<file path="src/rtl/mux_sel_rr_reg.sv">
// -----------------------------------------------------------------------------
// mux_sel_rr_reg
//   Registered N:1 channel multiplexer with valid/ready flow control.
//   mode=0 picks the channel named by sel; mode=1 arbitrates round-robin
//   among the channels presenting valid data.  A single output register stage
//   holds the selected word and the index of the channel it came from.
//
// Ports
//   clk        rising-edge clock
//   rst        asynchronous, active-high reset
//   mode       0 = direct select by sel, 1 = round-robin
//   sel        channel index (direct mode only)
//   in_data    flattened channel data, channel i = in_data[i*WIDTH +: WIDTH]
//   in_valid   per-channel data valid
//   in_ready   per-channel accept (combinational, one-hot or zero)
//   out_data   registered output word
//   out_valid  registered output valid
//   out_ready  downstream accept
//   grant      registered index of the channel held in out_data
// -----------------------------------------------------------------------------
module mux_sel_rr_reg #(
    parameter int WIDTH    = 8,
    parameter int CHANNELS = 4,
    parameter int SEL_W    = 2
) (
    input  logic                      clk,
    input  logic                      rst,
    input  logic                      mode,
    input  logic [SEL_W-1:0]          sel,
    input  logic [CHANNELS*WIDTH-1:0] in_data,
    input  logic [CHANNELS-1:0]       in_valid,
    output logic [CHANNELS-1:0]       in_ready,
    output logic [WIDTH-1:0]          out_data,
    output logic                      out_valid,
    input  logic                      out_ready,
    output logic [SEL_W-1:0]          grant
);

    // Last channel served in round-robin mode; the search starts just after it.
    logic [SEL_W-1:0] ptr_r;

    logic             open_s;
    logic             cand_found_s;
    logic [SEL_W-1:0] cand_idx_s;
    logic [WIDTH-1:0] cand_data_s;
    logic             transfer_s;

    // (base + step) mod CHANNELS; base < CHANNELS and step <= CHANNELS, so a
    // single conditional subtraction is enough even for non-power-of-2 counts.
    function automatic logic [SEL_W-1:0] wrap_add(input logic [SEL_W-1:0] base,
                                                  input int               step);
        int sum;
        sum = int'(base) + step;
        if (sum >= CHANNELS) begin
            sum = sum - CHANNELS;
        end else begin
            sum = sum + 0;
        end
        return sum[SEL_W-1:0];
    endfunction

    // The output register can take a new word when empty or emptying now.
    assign open_s = !out_valid || out_ready;

    // Candidate channel selection for both modes.
    always_comb begin
        cand_found_s = 1'b0;
        cand_idx_s   = '0;
        if (mode == 1'b0) begin
            if (int'(sel) < CHANNELS) begin
                cand_found_s = 1'b1;
                cand_idx_s   = sel;
            end else begin
                cand_found_s = 1'b0;
                cand_idx_s   = '0;
            end
        end else begin
            // Walk from the farthest position back to ptr+1 so the last hit
            // written is the nearest valid channel after ptr.
            for (int k = CHANNELS; k >= 1; k--) begin
                if (in_valid[wrap_add(ptr_r, k)]) begin
                    cand_found_s = 1'b1;
                    cand_idx_s   = wrap_add(ptr_r, k);
                end else begin
                    cand_found_s = cand_found_s;
                    cand_idx_s   = cand_idx_s;
                end
            end
        end
    end

    // One-hot ready toward the candidate and data mux for the candidate.
    always_comb begin
        in_ready    = '0;
        cand_data_s = '0;
        for (int i = 0; i < CHANNELS; i++) begin
            if (int'(cand_idx_s) == i) begin
                in_ready[i] = open_s && cand_found_s;
                cand_data_s = in_data[i*WIDTH +: WIDTH];
            end else begin
                in_ready[i] = 1'b0;
            end
        end
    end

    assign transfer_s = |(in_valid & in_ready);

    // Output register stage and round-robin pointer.
    always_ff @(posedge clk or posedge rst) begin
        if (rst) begin
            out_valid <= 1'b0;
            out_data  <= '0;
            grant     <= '0;
            ptr_r     <= SEL_W'(CHANNELS - 1);
        end else if (transfer_s) begin
            out_valid <= 1'b1;
            out_data  <= cand_data_s;
            grant     <= cand_idx_s;
            if (mode) begin
                ptr_r <= cand_idx_s;
            end
        end else if (out_ready) begin
            // Consumed with nothing to replace it; data and grant keep their values.
            out_valid <= 1'b0;
        end
    end

endmodule

</file>
<file path="config.mk">
export PLATFORM = sky130hd
export DESIGN_NAME = mux_sel_rr_reg
export DESIGN_NICKNAME = d
export VERILOG_FILES = /design/src/rtl/mux_sel_rr_reg.sv
export SDC_FILE = /design/constraint.sdc
export NUM_CORES = 1
export LEC_CHECK = 0
export ABC_AREA = 1
export ABC_CLOCK_PERIOD_IN_PS = 6200
export CORE_ASPECT_RATIO = 1.75
export CORE_UTILIZATION = 25
export DETAILED_ROUTE_END_ITERATION = 10
export PLACE_DENSITY = 0.66
export REMOVE_ABC_BUFFERS = 1
export SLEW_MARGIN = 0
export SYNTH_ARGS = -nofsm -noshare
export SYNTH_HDL_FRONTEND = slang
export SYNTH_SLANG_ARGS = --single-unit
</file>
<file path="constraint.sdc">
create_clock -name clk -period 6.2 [get_ports clk]
set_input_delay 1.86 -clock clk [delete_from_list [all_inputs] [get_ports clk]]
set_output_delay 1.86 -clock clk [all_outputs]
set_load 0.1 [all_outputs]
</file>
==> results by group <==
Finish
  • Antenna diodes: 0
  • Share of cells above drive strength 1: between 10% and 20%
  • Commonest non-fill, non-tap cell in the layout: nand2_1
  • Commonest non-fill, non-tap cells in the layout: 98 x nand2_1, 52 x clkdlybuf4s50_1, 13 x inv_1, 11 x dfrtp_1, 10 x nand4_1
  • Number of nets in the layout: 272
  • Final Non-Filler Cells: ~280
  • Synthesis-to-layout area growth: 64.8%
  • Layout fillers: between 400 and 500

Synth
  • Synth top area cells: nand2_1 35%, dfrtp_1 26%, nand4_1 5.9%
  • YS warnings: 0
  • Post-synthesis cell area: 0.00105 mm²
  • Synth cell types: 18
  • Flops & latches, synth: 13
  • Syn Inst Count: 171
  • Largest area contributor in the netlist: nand2_1
  • Register area share after synthesis: 31.1%
  • Mean area per synthesized cell: 6.16 µm²
  • Yosys top cell area share: 34.9%

Placement
  • Detail Placement HPWL: 2.72 mm
  • Gpl congestion: 0.865
  • Placed Cells: around 270
  • PortBufs: 56

Timing
  • Slew Viols, Final: 0
  • Worst Max-Slew Pin Slew: 0.991 ns
  • RSZ-0062 raised after global routing: no
  • Clk_skew: around 0.00053 ns
  • Min cycle time layout: about 5.7 ns
  • Crit share post-route: roughly 91%
  • Final hold viol count: 0
  • FMAX: between 150 and 200 MHz
  • Final setup viols: 0
  • Relative slew margins: 33.7%

Detailed routing
  • Pre-Repair DR Iteration Count: 3
  • Post-route ant nets: 0
  • Initial DRC count: 14
  • Drt wl/cell: roughly 11 µm
  • Vias: around 1300
  • Via-to-Cell Ratio: 4.53
  • Final WL: about 3.2 mm
  • Remaining DRCs: 0

Global routing
  • Initial antenna violation count: 0
  • First-pass GRT wire length: 5.31 mm
  • Vias in the first global route: 1274
  • Total congestion overflow: 0
  • Total Routing Usage GR: between 15 and 20%
  • Pin count of the biggest net entering global routing: 14

Job
  • Maxcap violations: 0

Power
  • Power Dens Cells: 597 mW/mm²
  • Pleak: ~0.84 nW
  • Peak VDD IR: 347 µV
  • Pwr Total: 0.00104 W

Setup path
  • Startpoint types: input port
  • CP max stage delay: 0.53 ns
  • WP depth: 14
  • Critical Path, Cell by Cell: clkdlybuf4s50_1 -> inv_1 -> nand2_1 -> nand3_1 -> nand2_1 -> inv_1 -> nand2_1 -> nand2_1 -> nand2_1 -> nand3_2 -> nand2_4 -> inv_1 -> nor3_1 -> buf_12
  • Worst Path Buf+Inv: 5
  • Crit path kind: in2out
  • Req. time, crit path: 4.34 ns
  • Worst Path Arrival: roughly 3.8 ns
  • Kind of cell adding the most delay to the critical path: simple AND/OR/NAND/NOR gates
  • Most used cell, CP: nand2_1
  • Reg2Reg Depth: 15
  • Crit. End Element: primary output
  • Largest driver fanout on the critical path: 9
  • CP max-delay cell: clkdlybuf4s50_1

Die
  • Num ports: 57
  • Die ar.: about 0.0045 mm²
  • Core Footprint: 0.00394 mm²
  • Die Ht: about 90 µm
  • Die Span X: just over 50 µm
  • Starting Density: 26.7%
  • Floorplan row count: 30

Min path
  • Min-delay worst type: reg2reg
  • WHS Path Cells: 2

Clock tree
  • CTS tree: yes
  • Number of gates resized after CTS: 0
  • # hold bufs at CTS: 0
  • Worst skew pair latency: between 0.2 and 0.25 ns
  • Clock Sink Count: 13
  • Clock Path Buffers: 2
  • CTS root buf: clkbuf_8
  • Max H-tree Level: 1
  • CTS buffer count: 3
  • Setup bufs post-CTS: 0
  • Worst-path clk slew: 0.05 ns

Run status
  • Status: complete, no violations
-- stage by stage --
step	area (µm²)	setup slack [ns]	hold WS (ns)	TNS (ns)	util [%]
detailed placement	1690	0.514	0.462	0	42.9
global route	1740	0.353	0.504	0	44.1
floorplan	1030	-0.303	0.477	-0.760	-
finish	1740	0.532	0.471	0	44.1
global placement	1690	0.504	0.459	0	42.9
CTS	1740	0.507	0.475	0	44.1
-- per-layer routing --
metal  part of all wire, %  routed length [µm]  GRT usage [%]  vias to the layer above
met4                   4.1                 129           8.84                        0
met1                    32                1020           13.8                      535
li1                      -                   -              -                      653
met5                     0                   0              0                        -
met3                   4.7                 149           2.78                       13
met2                    59                1870           32.9                       53
-- cell type report --
type | instances | area (µm²) | share of cell area (%)
Multi-Input combinational cell | 138 | 636 | 36.6
Clock buffer | 4 | 45.0 | 2.59
Timing Repair Buffer | 56 | 601 | 34.6
Tap cell | 48 | 60.1 | 3.46
Sequential cell | 13 | 328 | 18.9
Inverter | 18 | 67.6 | 3.89
-- synth_stat cells --
| cell type | n |
|---|---|
| nand3_2 | 3 |
| o21a_1 | 1 |
| inv_2 | 5 |
| nor2_1 | 1 |
| nand2_4 | 3 |
| nand2_1 | 98 |
| nand4_1 | 10 |
| nor2_4 | 2 |
| dfrtp_1 | 11 |
| nand2_2 | 1 |
| nor3_1 | 4 |
| buf_6 | 2 |
| inv_1 | 13 |
| o21ai_0 | 3 |
| o21ai_2 | 1 |
| nor2_2 | 2 |
| nand3_1 | 9 |
| dfstp_2 | 2 |
-- sequential cells by signal, indices dropped and copies added (netlist names) --
name,cells
out_data,8
out_valid,1
ptr_r,2
grant,2
-- power by group --
part	switching (W)	internal, W
logic	0.000579	0.000220
registers	0.0000317	0.000131
clock network	0.0000301	0.0000454
total	0.000641	0.000396
-- worst reg2reg max path, cell delays in order (launching register included) --
cell and delay [ns]:
dfstp_2 0.64, inv_1 0.13, nand2_1 0.11, nand3_1 0.11
nand2_1 0.08, inv_1 0.04, nand2_1 0.06, nand2_1 0.05
nand2_1 0.06, nand3_2 0.08, nand2_4 0.15, nor2_4 0.09
nand3_1 0.07, nand2_1 0.12, nor2_2 0.42, o21ai_0 0.16
-- worst paths after layout --
path | slack (ns) | to | start
min reg2reg | 0.47 | grant[1]$_DFFE_PP0P_ | grant[1]$_DFFE_PP0P_
min in group asynchronous | 1.94 | grant[1]$_DFFE_PP0P_ | rst
max | 0.53 | in_ready[1] | in_valid[2]
max in group asynchronous | 3.91 | ptr_r[1]$_DFFE_PP1P_ | rst
max reg2reg | 3.70 | out_valid$_DFFE_PP0P_ | ptr_r[0]$_DFFE_PP1P_
min | 0.47 | grant[1]$_DFFE_PP0P_ | grant[1]$_DFFE_PP0P_
-- logic make-up (layout without fill, tap and decap cells) --
family,after synthesis,after routing,share of synthesized area (%)
buf+inv,20,78,8.55
simple gates,133,133,57.4
compound gates,5,5,2.97
flops,13,13,31.1
Note: power is estimated with default switching activity, not from simulation.
